--- src/rtl/mem_send_ctrl_pkg.sv ---
// Shared types for the data-memory issue path: size codes, FSM states,
// and the registered bus request.
package mem_send_ctrl_pkg;

    localparam int MEM_ADDR_W = 32;
    localparam int MEM_DATA_W = 32;

    localparam logic [1:0] SZ_BYTE = 2'b00;
    localparam logic [1:0] SZ_HALF = 2'b01;
    localparam logic [1:0] SZ_WORD = 2'b10;

    typedef enum logic [1:0] {
        ST_IDLE = 2'd0,
        ST_REQ  = 2'd1,
        ST_WAIT = 2'd2
    } send_state_t;

    typedef struct packed {
        logic                  wr;
        logic [1:0]            size;
        logic [MEM_ADDR_W-1:0] addr;
        logic [3:0]            wstrb;
        logic [MEM_DATA_W-1:0] wdata;
    } mem_req_t;

endpackage

--- src/rtl/mem_send_ctrl_store_lane_fmt.sv ---
// Combinational request builder: byte strobes, lane-placed write data and
// the bus address/size for one memory access. Also usable by a store buffer.
module mem_send_ctrl_store_lane_fmt
    import mem_send_ctrl_pkg::*;
(
    input  logic        wr,
    input  logic [1:0]  size,
    input  logic        unalign_left,
    input  logic        unalign_right,
    input  logic [31:0] addr,
    input  logic [31:0] reg2,
    output mem_req_t    req
);

    logic [1:0] ofs;
    logic       is_left;
    logic       is_right;

    assign ofs      = addr[1:0];
    // Left wins when both flags are set.
    assign is_left  = unalign_left;
    assign is_right = unalign_right && !unalign_left;

    // Build address/size and, for stores, the strobe and lane data.
    always_comb begin
        req.wr    = wr;
        req.size  = size;
        req.addr  = addr;
        req.wstrb = 4'b0000;
        req.wdata = 32'h0;
        if (is_left || is_right) begin
            req.addr = {addr[31:2], 2'b00};
            req.size = SZ_WORD;
        end
        if (wr) begin
            if (is_left) begin
                req.wstrb = 4'b1111 >> (~ofs);
                req.wdata = reg2 >> {~ofs, 3'b000};
            end else if (is_right) begin
                req.wstrb = 4'b1111 << ofs;
                req.wdata = reg2 << {ofs, 3'b000};
            end else begin
                case (size)
                    SZ_BYTE: begin
                        req.wstrb = 4'b0001 << ofs;
                        req.wdata = {4{reg2[7:0]}};
                    end
                    SZ_HALF: begin
                        req.wstrb = addr[1] ? 4'b1100 : 4'b0011;
                        req.wdata = {2{reg2[15:0]}};
                    end
                    SZ_WORD: begin
                        req.wstrb = 4'b1111;
                        req.wdata = reg2;
                    end
                    // Illegal size: still issued so the pipe cannot hang,
                    // but no lane is written.
                    default: begin
                        req.wstrb = 4'b0000;
                        req.wdata = 32'h0;
                    end
                endcase
            end
        end
    end

endmodule

--- src/rtl/mem_send_ctrl.sv ---
// Data-memory issue controller: accepts the MEM-stage access, holds the bus
// request until addr_ok, waits for data_ok and drains flushed accesses.
//
// state   | meaning
// IDLE    | ready for a new access
// REQ     | data_req asserted, waiting for data_addr_ok
// WAIT    | request accepted, waiting for data_data_ok
module mem_send_ctrl
    import mem_send_ctrl_pkg::*;
#(
    parameter int ADDR_W = 32,
    parameter int DATA_W = 32
) (
    input  logic              clk,
    input  logic              resetn,
    input  logic              in_valid,
    input  logic              in_wr,
    input  logic [1:0]        in_size,
    input  logic              in_unalign_left,
    input  logic              in_unalign_right,
    input  logic [ADDR_W-1:0] in_addr,
    input  logic [DATA_W-1:0] in_reg2,
    output logic              in_ready,
    input  logic              flush,
    output logic              data_req,
    output logic              data_wr,
    output logic [1:0]        data_size,
    output logic [ADDR_W-1:0] data_addr,
    output logic [3:0]        data_wstrb,
    output logic [DATA_W-1:0] data_wdata,
    input  logic              data_addr_ok,
    input  logic              data_data_ok,
    output logic              resp_valid,
    output logic              stall
);

    send_state_t state_q;
    send_state_t state_d;
    logic        cancel_q;
    mem_req_t    req_q;
    mem_req_t    req_fmt;
    logic        accept;

    mem_send_ctrl_store_lane_fmt u_fmt (
        .wr            (in_wr),
        .size          (in_size),
        .unalign_left  (in_unalign_left),
        .unalign_right (in_unalign_right),
        .addr          (in_addr),
        .reg2          (in_reg2),
        .req           (req_fmt)
    );

    assign accept = (state_q == ST_IDLE) && in_valid && !flush;

    // State register.
    always_ff @(posedge clk) begin
        if (!resetn) state_q <= ST_IDLE;
        else         state_q <= state_d;
    end

    // Next state and handshake outputs.
    always_comb begin
        state_d    = state_q;
        in_ready   = 1'b0;
        data_req   = 1'b0;
        resp_valid = 1'b0;
        stall      = 1'b0;
        case (state_q)
            ST_IDLE: begin
                in_ready = 1'b1;
                stall    = in_valid && !flush;
                if (accept) state_d = ST_REQ;
            end
            ST_REQ: begin
                // Never withdrawn once raised, even when flushed.
                data_req = 1'b1;
                stall    = 1'b1;
                if (data_addr_ok) state_d = ST_WAIT;
            end
            ST_WAIT: begin
                resp_valid = data_data_ok && !cancel_q;
                stall      = !(data_data_ok && !cancel_q);
                if (data_data_ok) state_d = ST_IDLE;
            end
            default: state_d = ST_IDLE;
        endcase
    end

    // Cancel flag: remembers a flush that arrived while the access was in flight.
    always_ff @(posedge clk) begin
        if (!resetn) begin
            cancel_q <= 1'b0;
        end else if (state_q == ST_WAIT && data_data_ok) begin
            cancel_q <= 1'b0;
        end else if (flush && state_q != ST_IDLE) begin
            cancel_q <= 1'b1;
        end
    end

    // Request registers, loaded with the formatted access on accept.
    always_ff @(posedge clk) begin
        if (!resetn)     req_q <= '0;
        else if (accept) req_q <= req_fmt;
    end

    assign data_wr    = req_q.wr;
    assign data_size  = req_q.size;
    assign data_addr  = req_q.addr;
    assign data_wstrb = req_q.wstrb;
    assign data_wdata = req_q.wdata;

endmodule

--- config.mk ---
export PLATFORM = sky130hd
export DESIGN_NAME = mem_send_ctrl
export DESIGN_NICKNAME = d
export VERILOG_FILES = /design/src/rtl/mem_send_ctrl_pkg.sv /design/src/rtl/mem_send_ctrl_store_lane_fmt.sv /design/src/rtl/mem_send_ctrl.sv
export SDC_FILE = /design/constraint.sdc
export NUM_CORES = 1
export LEC_CHECK = 0
export BUFFER_PORTS_ARGS = -buffer_cell sky130_fd_sc_hd__clkbuf_2
export CELL_PAD_IN_SITES_DETAIL_PLACEMENT = 1
export CELL_PAD_IN_SITES_GLOBAL_PLACEMENT = 2
export CORE_ASPECT_RATIO = 2
export CORE_MARGIN = 2
export CORE_UTILIZATION = 33
export CTS_CLUSTER_DIAMETER = 200
export DETAILED_ROUTE_END_ITERATION = 8
export PLACE_DENSITY = 0.9
export SETUP_SLACK_MARGIN = 0.05
export SYNTH_ARGS = -nofsm -noshare
export SYNTH_HDL_FRONTEND = slang
export SYNTH_HIERARCHICAL = 1
export SYNTH_SLANG_ARGS = --single-unit
export TNS_END_PERCENT = 50
--- constraint.sdc ---
create_clock -name clk -period 2.3 [get_ports clk]
set_clock_uncertainty 0.05 [all_clocks]
set_input_delay 0.23 -clock clk [delete_from_list [all_inputs] [get_ports clk]]
set_output_delay 0.23 -clock clk [all_outputs]
set_load 0.01 [all_outputs]
-- Word-level counts from Yosys, hierarchy flattened
Index checks and enable logic that the tools add are counted.
W data, S select, Z words.
- bits in registers: 74
- input port bits: 75
- output and inout bits: 75
- logic and storage cells: 52
- equal/unequal tests: 7
- shift operators: 5
- muxes and demuxes: 14
- bitwise gates (word level): 2
- reduce and logical (&&, ||, !) cells: 17
- operators by type and width (operator ; number):
    $mux W36 ; 3
    $pmux W36 S3 ; 1
    $mux W34 ; 1
    $shl A32 B5 Y32 ; 1
    $shr A32 B5 Y32 ; 1
    $logic_and A1 B1 Y1 ; 7
    $mux W2 ; 3
    $ne A2 B2 Y1 const B ; 3
    $pmux W2 S3 ; 1
    $eq A2 B1 Y1 const B ; 2
    $eq A2 B2 Y1 const B ; 2
    $logic_not A1 Y1 ; 4
    $logic_not A2 Y1 ; 2
    $mux W4 ; 1
    $shl A1 B2 Y4 const A ; 1
    $shl A4 B2 Y4 const A ; 1
    $shr A4 B2 Y4 const A ; 1
    $mux W1 ; 3
    $pmux W1 S3 ; 1
    $reduce_and A3 Y1 ; 1
    $not A2 Y2 ; 1
    $reduce_bool A2 Y1 ; 1
    $reduce_or A2 Y1 ; 1
    $logic_or A1 B1 Y1 ; 1
    $not A1 Y1 ; 1

-- Depth between registers and ports, before layout
Gate-level depths: netlist of run 1.
- depth after elaboration: 5
- depth in mapped cells: 8
- depth with buffers taken out: 5

-- By module
The synthesis of run 1 kept the hierarchy.
- by module, submodules not included (module ; instances ; cells an instance ; area an instance (sq um) ; sequential area each (sq um)):
    mem_send_ctrl ; 1 ; 327 ; 3050.4 ; 1481.4
    mem_send_ctrl_store_lane_fmt ; 1 ; 245 ; 2028.2 ; 0.0

-- Worst setup path after synthesis of run 1
OpenSTA, ideal clock, no wires.
- path type: input-to-reg
- start point: input port in_unalign_left
- end point: register req_q, in the netlist data_wdata[9]
- library setup time: 0.118 ns
- arrival: 1.347 ns
- required time: 2.132 ns
- path slack: 0.785 ns
- cell stages on the path: 8
- path buffers: 3
- path through: buf_2 or2_1 buf_4 buf_4 a221oi_1 a2111oi_2 nand2_1 mux2i_1
- RTL lines (what ; RTL line ; RTL):
    start: declaration ; mem_send_ctrl.sv:19 ; input logic in_unalign_left,
    end signal: assignment ; mem_send_ctrl.sv:104 ; else if (accept) req_q <= req_fmt;
    end: declaration ; mem_send_ctrl.sv:40 ; mem_req_t req_q;

==> summary.json, run 1 <==
{
  "die": {
    "placementRows": 64,
    "floorplan.die_area_um2": 16500,
    "die_width_um": 91.7,
    "core_region_area_um2": 15200,
    "initial_utilization_pct": 33.4,
    "io_pins": 150,
    "die_y_um": 179
  },
  "global_routing": {
    "global_route_wire_length_before_repair_um": 26700,
    "grt_max_degree": 64,
    "via_count_of_the_first_global_routing_pass": 5140,
    "grt.overflow.total": 0,
    "number_of_antenna_violations_at_the_first_check_in_global_routing": 0,
    "groute.usage.overall_pct": 20.4
  },
  "min_path": {
    "timing.hold.worst.start": "in_addr[20]",
    "holdCritPathClass": "in -> reg"
  },
  "pwr": {
    "p_int_mw": 2.72,
    "power.share.switching_pct": 27.2,
    "power_frac_clock_pct": 42.1,
    "combinationalPowerShare_pct": 21.2,
    "power.net_switching_mw": 1.02,
    "ir_drop_mv": 0.306,
    "power_per_cell_area_nw_per_um2": 606,
    "p_seq_share_pct": 36.7,
    "cellLeakagePower_nw": 2.66
  },
  "critical_path": {
    "path_max_fanout": 15,
    "data_required_time_at_the_worst_endpoint_ns": 2.52,
    "crit-reg2reg-launch": "state_q[1]",
    "critPathCaptureType": "flip-flop",
    "worstSetupStartpointType": "input pin",
    "setup.reg_to_reg.worst_slack_ns": 0.71,
    "arrival_time_worst_endpoint_ns": 2.25,
    "worst-setup-path-type": "in -> reg",
    "startpoint": "in_addr[0]"
  },
  "timing": {
    "fin_crit_ns": 2.03,
    "max-slew-margin-rel_pct": 48.9,
    "rsz0062_at_grt": "false",
    "actual_transition_at_the_worst_max_transition_pin_ns": 0.765,
    "fmax_ghz": 0.492,
    "finalSetupViolCount": 0,
    "finalMaxSlewViolations": 0,
    "hold_viol_final": 0,
    "layout_worst_path_cycle_share_pct": 88.4
  },
  "logic_synthesis": {
    "netlist_top_cells_area": "sky130_fd_sc_hd__dfxtp_1 29%, sky130_fd_sc_hd__mux2i_1 17%, sky130_fd_sc_hd__nand2_1 11%",
    "yosysUniqueCellTypes": 45,
    "number_of_synthesized_flops_with_an_enable_pin": 0,
    "synth_area_per_cell_um2": 8.88,
    "synth-seq-area-share_pct": 29.2,
    "predominant_post_synthesis_flop_cell": "sky130_fd_sc_hd__dfxtp_1",
    "post_synth_instance_area_um2": 5080,
    "synth_async_sr_flop_share_pct": 0,
    "netlist_instances": 572,
    "yosysTopAreaCellShare_pct": 29.2,
    "yosysWarnings": 6,
    "synth_top_cell_by_area": "sky130_fd_sc_hd__dfxtp_1",
    "synth.ff_latch_count": 74,
    "syn_nets": 647
  },
  "clock_network": {
    "post_cts_resized": 0,
    "clock_path_buffers": 2,
    "tritoncts_clock_tree": "done",
    "cts_max_level": 3,
    "post_cts.repair.setup_buffers": 0,
    "clock_latency_ns": 0.33,
    "clk_root_buffer_cell": "sky130_fd_sc_hd__clkbuf_16",
    "cts_sinks": 74,
    "number_of_buffers_inserted_by_hold_repair_at_cts": 0,
    "numCtsBuffers": 9,
    "clkSlewWorstSetupHoldPaths_ns": 0.06
  },
  "layout": {
    "area_growth_pct": 21.4,
    "layout_commonest_cell": "sky130_fd_sc_hd__nand2_1",
    "share_of_layout_cells_above_drive_strength_1_pct": 34.5,
    "num_antenna_cells": 0,
    "mostFrequentLayoutCells": "154 x sky130_fd_sc_hd__nand2_1, 148 x sky130_fd_sc_hd__clkbuf_2, 87 x sky130_fd_sc_hd__mux2i_1, 74 x sky130_fd_sc_hd__dfxtp_1, 41 x sky130_fd_sc_hd__a221oi_1",
    "final.fill_count": 1876,
    "postLayoutCellArea_um2": 6160,
    "nets": 768,
    "final_cells": 896
  },
  "placed_design": {
    "post_dp_cell_area_um2": 5820,
    "gp_congestion": 0.951,
    "io_buffers": 149,
    "dpl.cell_count": 880,
    "dp_hpwl_um": 13400
  },
  "drt": {
    "remaining_drc_errors": 0,
    "finalWirelength_um": 17200,
    "drt_iter0_markers": 131,
    "route.detailed.vias_per_inst": 5.44,
    "detailroute.via_count": 4878,
    "wl_per_cell_um": 19.2,
    "remaining_antenna_violation_count_after_routing": 0,
    "drt_pre_antenna_iters": 4
  },
  "outcome": {
    "outcome": "completed"
  },
  "flow_run": {
    "max-cap-violations": 0
  }
}
## cell families after synthesis
family,Yosys count,share of synthesized area [%]
DFF,74,29.2
AOI/OAI and AO/OA,77,13.3
buffers and inverters,89,12.9
muxes,119,26.0
and+or+nand+nor,213,18.7
## final timing paths
| kind | endpoint | depth (start not counted) |
|---|---|---|
| worst min register to register | data_wdata[26] | 2 |
| worst min-delay path | data_addr[20] | 3 |
| worst max register to register | data_addr[21] | 3 |
| worst max-delay path | data_wdata[8] | 8 |
## flip-flops by register name, indices dropped and copies added, names as in the netlist
name and cells:
data_addr 32, data_size 2, data_wstrb 4, state_q 2
data_wr 1, data_wdata 32, cancel_q 1
## power by group through the flow
| stage | sequential, mW | clock (mW) | combinational, mW |
|---|---|---|---|
| after floorplan | 1.42 | 0 | 0.505 |
| after global placement | 1.39 | 0 | 0.769 |
| after detailed placement | 1.40 | 0 | 0.788 |
| after CTS | 1.37 | 1.64 | 0.791 |
| after global routing | 1.37 | 1.68 | 0.854 |
| final | 1.37 | 1.57 | 0.793 |
## worst max-delay path, cell delays in order
cell and delay, ns:
sky130_fd_sc_hd__clkbuf_2 0.34, sky130_fd_sc_hd__nor2b_1 0.25, sky130_fd_sc_hd__buf_4 0.18, sky130_fd_sc_hd__a221oi_1 0.11, sky130_fd_sc_hd__a2111oi_1 0.74, sky130_fd_sc_hd__buf_4 0.22
sky130_fd_sc_hd__nand2_1 0.05, sky130_fd_sc_hd__mux2i_1 0.13
## synthesized netlist by cell type (2+ instances only)
cell / number
sky130_fd_sc_hd__nand2_1: 154
sky130_fd_sc_hd__mux2i_1: 87
sky130_fd_sc_hd__dfxtp_1: 74
sky130_fd_sc_hd__a221oi_1: 41
sky130_fd_sc_hd__buf_4: 41
sky130_fd_sc_hd__nor2_1: 21
sky130_fd_sc_hd__mux2_2: 18
sky130_fd_sc_hd__clkbuf_1: 17
sky130_fd_sc_hd__buf_2: 9
sky130_fd_sc_hd__a22o_1: 8
sky130_fd_sc_hd__mux4_2: 8
sky130_fd_sc_hd__nor4bb_1: 8
sky130_fd_sc_hd__a2111oi_1: 7
sky130_fd_sc_hd__buf_12: 7
sky130_fd_sc_hd__nor2b_1: 7
sky130_fd_sc_hd__nor4_1: 7
sky130_fd_sc_hd__mux2_1: 6
sky130_fd_sc_hd__a21oi_1: 5
sky130_fd_sc_hd__buf_6: 4
sky130_fd_sc_hd__inv_1: 4
sky130_fd_sc_hd__o21ai_0: 4
sky130_fd_sc_hd__nand2b_1: 3
sky130_fd_sc_hd__nand3b_1: 3
sky130_fd_sc_hd__a2111oi_2: 2
sky130_fd_sc_hd__a211oi_1: 2
sky130_fd_sc_hd__and4_1: 2
sky130_fd_sc_hd__buf_1: 2
sky130_fd_sc_hd__clkinv_1: 2
sky130_fd_sc_hd__inv_2: 2
sky130_fd_sc_hd__o21a_1: 2
## layout make-up
type / instances / area, µm² / area share (%)
clock inverter: 4 / 72.6 / 1.18
inverter: 8 / 30.0 / 0.487
clock buffer: 12 / 267 / 4.32
sequential: 74 / 1480 / 24.0
timing repair buffer: 191 / 1110 / 18.1
tap: 198 / 248 / 4.02
multi-input combinational: 409 / 2950 / 47.9
## per-layer routing
layer | vias to the layer above | global-route usage [%] | share of wire, %
met5 | - | 0 | 0
met4 | 0 | 12.7 | 5.5
met3 | 52 | 2.81 | 4.9
met2 | 189 | 38.0 | 53
met1 | 2365 | 20.9 | 36
li1 | 2272 | - | -
## stage by stage
step	power, mW	TNS, ns	setup slack, ns	hold WS (ns)	util [%]
floorplan	1.92	0	0.785	0.284	-
global placement	2.16	-0.00139	-0.00139	0.393	38.3
detailed placement	2.19	-0.0498	-0.0498	0.399	38.3
CTS	3.80	0	0.313	0.0589	40.5
global route	3.90	0	0.193	0.0730	40.5
finish	3.73	0	0.267	0.0817	40.5
No activity file was read; power rests on OpenSTA's default activity.
==> run 2: changes to the inputs <==
- ABC_AREA: default -> 1
- CORE_UTILIZATION: 33 -> 28
==> summary.json, run 2 <==
{
  "layout": {
    "multi_input_comb_area": {"value": 2780, "unit": "µm²", "change": "was 2950 µm²"},
    "final.fill_count": {"value": 2494, "change": "was 1876"},
    "area_growth": {"value": 19.1, "unit": "%", "change": "was 21.4%"},
    "layout_commonest_cell": {"value": "sky130_fd_sc_hd__nand2_1", "change": "unchanged"},
    "postLayoutCoreUtil": {"value": 33.9, "unit": "%", "change": "was 40.5%"},
    "mostFrequentLayoutCells": {"value": "240 x sky130_fd_sc_hd__nand2_1, 239 x sky130_fd_sc_hd__nor2_1, 149 x sky130_fd_sc_hd__clkbuf_2, 81 x sky130_fd_sc_hd__o21ai_0, 75 x sky130_fd_sc_hd__nand3_1", "change": "was 154 x sky130_fd_sc_hd__nand2_1, 148 x sky130_fd_sc_hd__clkbuf_2, 87 x sky130_fd_sc_hd__mux2i_1, 74 x sky130_fd_sc_hd__dfxtp_1, 41 x sky130_fd_sc_hd__a221oi_1"},
    "share_of_layout_cells_above_drive_strength_1": {"value": 20.6, "unit": "%", "change": "was 34.5%"},
    "num_antenna_cells": {"value": 0, "change": "unchanged"},
    "nets": {"value": 1061, "change": "was 768"},
    "register_area": {"value": 1480, "unit": "µm²", "change": "unchanged"}
  },
  "logic_synthesis": {
    "netlist_instances": {"value": 885, "change": "was 572"},
    "yosys.cell_count.top_type": {"value": "sky130_fd_sc_hd__nand2_1", "change": "unchanged"},
    "yosysUniqueCellTypes": {"value": 26, "change": "was 45"},
    "syn_nets": {"value": 960, "change": "was 647"},
    "netlist_top_cells_area": {"value": "sky130_fd_sc_hd__dfxtp_1 29%, sky130_fd_sc_hd__nand2_1 18%, sky130_fd_sc_hd__nor2_1 18%", "change": "was sky130_fd_sc_hd__dfxtp_1 29%, sky130_fd_sc_hd__mux2i_1 17%, sky130_fd_sc_hd__nand2_1 11%"},
    "yosysTopAreaCellShare": {"value": 29.3, "unit": "%", "change": "was 29.2%"},
    "synth_area_per_cell": {"value": 5.72, "unit": "µm²", "change": "was 8.88 µm²"},
    "yosysWarnings": {"value": 6, "change": "unchanged"},
    "synth.ff_latch_count": {"value": 74, "change": "unchanged"},
    "predominant_post_synthesis_flop_cell": {"value": "sky130_fd_sc_hd__dfxtp_1", "change": "unchanged"},
    "synth_async_sr_flop_share": {"value": 0, "unit": "%", "change": "unchanged"},
    "synth_top_cell_by_area": {"value": "sky130_fd_sc_hd__dfxtp_1", "change": "unchanged"},
    "synth-seq-area-share": {"value": 29.3, "unit": "%", "change": "was 29.2%"},
    "synth_commonest_cells": {"value": "240 x sky130_fd_sc_hd__nand2_1, 239 x sky130_fd_sc_hd__nor2_1, 81 x sky130_fd_sc_hd__o21ai_0", "change": "was 154 x sky130_fd_sc_hd__nand2_1, 87 x sky130_fd_sc_hd__mux2i_1, 74 x sky130_fd_sc_hd__dfxtp_1"},
    "post_synth_instance_area": {"value": 5060, "unit": "µm²", "change": "was 5080 µm²"},
    "number_of_synthesized_flops_with_an_enable_pin": {"value": 0, "change": "unchanged"}
  },
  "critical_path": {
    "worstSetupStartpointType": {"value": "flip-flop", "change": "was input pin"},
    "path_max_fanout": {"value": 32, "change": "was 15"},
    "worst-setup-path-type": {"value": "reg -> out", "change": "was in -> reg"},
    "r2r_cells": {"value": 5, "change": "was 3"},
    "arrival_time_worst_endpoint": {"value": 1.73, "unit": "ns", "change": "was 2.25 ns"},
    "critPathCaptureType": {"value": "output pin", "change": "was flip-flop"},
    "data_required_time_at_the_worst_endpoint": {"value": 2.02, "unit": "ns", "change": "was 2.52 ns"}
  },
  "clock_network": {
    "clkSlewWorstSetupHoldPaths": {"value": 0.06, "unit": "ns", "change": "about the same"},
    "cts_sinks": {"value": 74, "change": "unchanged"},
    "cts_max_level": {"value": 3, "change": "unchanged"},
    "tritoncts_clock_tree": {"value": "done", "change": "unchanged"},
    "clock_latency": {"value": 0.32, "unit": "ns", "change": "was 0.33 ns"},
    "post_cts.repair.setup_buffers": {"value": 0, "change": "unchanged"},
    "post_cts_resized": {"value": 0, "change": "unchanged"},
    "numCtsBuffers": {"value": 9, "change": "unchanged"},
    "number_of_buffers_inserted_by_hold_repair_at_cts": {"value": 0, "change": "unchanged"},
    "clock_path_buffers": {"value": 2, "change": "unchanged"},
    "clk_root_buffer_cell": {"value": "sky130_fd_sc_hd__clkbuf_16", "change": "unchanged"}
  },
  "drt": {
    "wl_per_cell": {"value": 16.0, "unit": "µm", "change": "was 19.2 µm"},
    "remaining_drc_errors": {"value": 0, "change": "unchanged"},
    "route.detailed.vias_per_inst": {"value": 4.70, "change": "was 5.44"},
    "detailroute.via_count": {"value": 5662, "change": "was 4878"},
    "finalWirelength": {"value": 19200, "unit": "µm", "change": "was 17200 µm"},
    "remaining_antenna_violation_count_after_routing": {"value": 0, "change": "unchanged"},
    "drt_iter0_markers": {"value": 184, "change": "was 131"},
    "drt_pre_antenna_iters": {"value": 4, "change": "unchanged"}
  },
  "placed_design": {
    "gp_congestion": {"value": 0.939, "change": "was 0.951"},
    "dp_hpwl": {"value": 15400, "unit": "µm", "change": "was 13400 µm"},
    "io_buffers": {"value": 149, "change": "unchanged"}
  },
  "die": {
    "die_width": {"value": 99.1, "unit": "µm", "change": "was 91.7 µm"},
    "floorplan.die_area": {"value": 19200, "unit": "µm²", "change": "was 16500 µm²"},
    "initial_utilization": {"value": 28.5, "unit": "%", "change": "was 33.4%"},
    "core_region_area": {"value": 17800, "unit": "µm²", "change": "was 15200 µm²"},
    "placementRows": {"value": 69, "change": "was 64"},
    "io_pins": {"value": 150, "change": "unchanged"},
    "die_y": {"value": 194, "unit": "µm", "change": "was 179 µm"}
  },
  "global_routing": {
    "grt_max_degree": {"value": 74, "change": "was 64"},
    "number_of_antenna_violations_at_the_first_check_in_global_routing": {"value": 0, "change": "unchanged"},
    "global_route_wire_length_before_repair": {"value": 30700, "unit": "µm", "change": "was 26700 µm"},
    "via_count_of_the_first_global_routing_pass": {"value": 5769, "change": "was 5140"},
    "grt.overflow.total": {"value": 0, "change": "unchanged"},
    "groute.usage.overall": {"value": 20.0, "unit": "%", "change": "was 20.4%"}
  },
  "timing": {
    "finalMaxSlewViolations": {"value": 0, "change": "unchanged"},
    "rsz0062_at_grt": {"value": "false", "change": "unchanged"},
    "finalSetupViolCount": {"value": 0, "change": "unchanged"},
    "fmax": {"value": 0.498, "unit": "GHz", "change": "was 0.492 GHz"},
    "setup_total_negative_slack": {"value": 0, "unit": "ns", "change": "unchanged"},
    "actual_transition_at_the_worst_max_transition_pin": {"value": 0.642, "unit": "ns", "change": "was 0.765 ns"},
    "hold_viol_final": {"value": 0, "change": "unchanged"},
    "layout_worst_path_cycle_share": {"value": 87.4, "unit": "%", "change": "was 88.4%"},
    "fin_crit": {"value": 2.01, "unit": "ns", "change": "was 2.03 ns"},
    "max-slew-margin-rel": {"value": 57.2, "unit": "%", "change": "was 48.9%"},
    "timing.hold.ws": {"value": 0.0642, "unit": "ns", "change": "was 0.0817 ns"}
  },
  "pwr": {
    "ir_drop": {"value": 0.410, "unit": "mV", "change": "was 0.306 mV"},
    "fin_total_pwr": {"value": 3.73, "unit": "mW", "change": "about the same"},
    "cellLeakagePower": {"value": 3.24, "unit": "nW", "change": "was 2.66 nW"},
    "power_per_cell_area": {"value": 619, "unit": "nW/µm²", "change": "was 606 nW/µm²"}
  },
  "outcome": {
    "outcome": {"value": "completed", "change": "unchanged"}
  },
  "min_path": {
    "holdCritPathClass": {"value": "in -> reg", "change": "unchanged"},
    "worst_hold_path.num_cells": {"value": 2, "change": "was 3"}
  },
  "flow_run": {
    "max-cap-violations": {"value": 0, "change": "unchanged"}
  }
}
## run 2: cell count changes after synthesis, sizes merged, moves of 7 or more
cell and delta:
nor2 +222, nand2 +89, mux2i -87, o21ai +78
nand3 +76, inv +57, a221oi -41, mux2 -24
a2111oi -9, a22o -8, mux4 -8, nor4bb -8
nor2b -7, nor4 -7
## run 2: path summary, 6_finish.rpt
path	startpoint	endpoint	slack, ns
worst max-delay path	state_q[1]	stall	0.29
worst min-delay path	data_data_ok	cancel_q	0.06
worst max register to register	state_q[1]	data_wdata[18]	0.63
worst min register to register	data_wdata[16]	data_wdata[16]	0.43
## run 2: cells by family after synthesis
kind of cell | Yosys count | synth area share [%]
AO/OA/AOI/OAI | 98 | 9.94
buffers and inverters | 147 | 15.9
flip-flops | 74 | 29.3
AND/OR/NAND/NOR | 566 | 44.9
## run 2: final cells by class
cell class,count,share of cell area [%]
clock buffer,11,4.19
clock inverter,5,0.872
inverter,64,4.11
multi-input combinational,664,46.1
sequential,74,24.6
tap,213,4.42
timing repair buffer,173,15.8
## run 2: metal layers
layer  part of all wire [%]  global-route usage (%)
met1                     38                    21.6
met2                     54                    38.0
met3                    3.5                    1.84
met4                    4.5                    9.49
met5                      0                       0
## run 2: power breakdown
part / internal, mW / switching (mW)
sequential: 1.37 / 0.0501
combinational: 0.320 / 0.587
clock: 0.892 / 0.508
## run 2: per-stage QoR
| stage | cell area (µm²) | setup WS, ns | instances |
|---|---|---|---|
| floorplan | 5060 | 0.993 | 885 |
| global placement | 5720 | 0.564 | 1188 |
| detailed placement | 5720 | 0.525 | 1188 |
| CTS | 6030 | 0.241 | 1204 |
| global route | 6030 | 0.129 | 1204 |
| finish | 6030 | 0.291 | 1204 |
## run 2: worst max-delay path: stages (launching register included)
cell and delay [ns]:
sky130_fd_sc_hd__dfxtp_1 0.43, sky130_fd_sc_hd__nor2_4 0.08, sky130_fd_sc_hd__nand3_4 0.22, sky130_fd_sc_hd__clkinv_4 0.29, sky130_fd_sc_hd__nor2_1 0.19, sky130_fd_sc_hd__nand2_1 0.06, sky130_fd_sc_hd__clkbuf_2 0.13
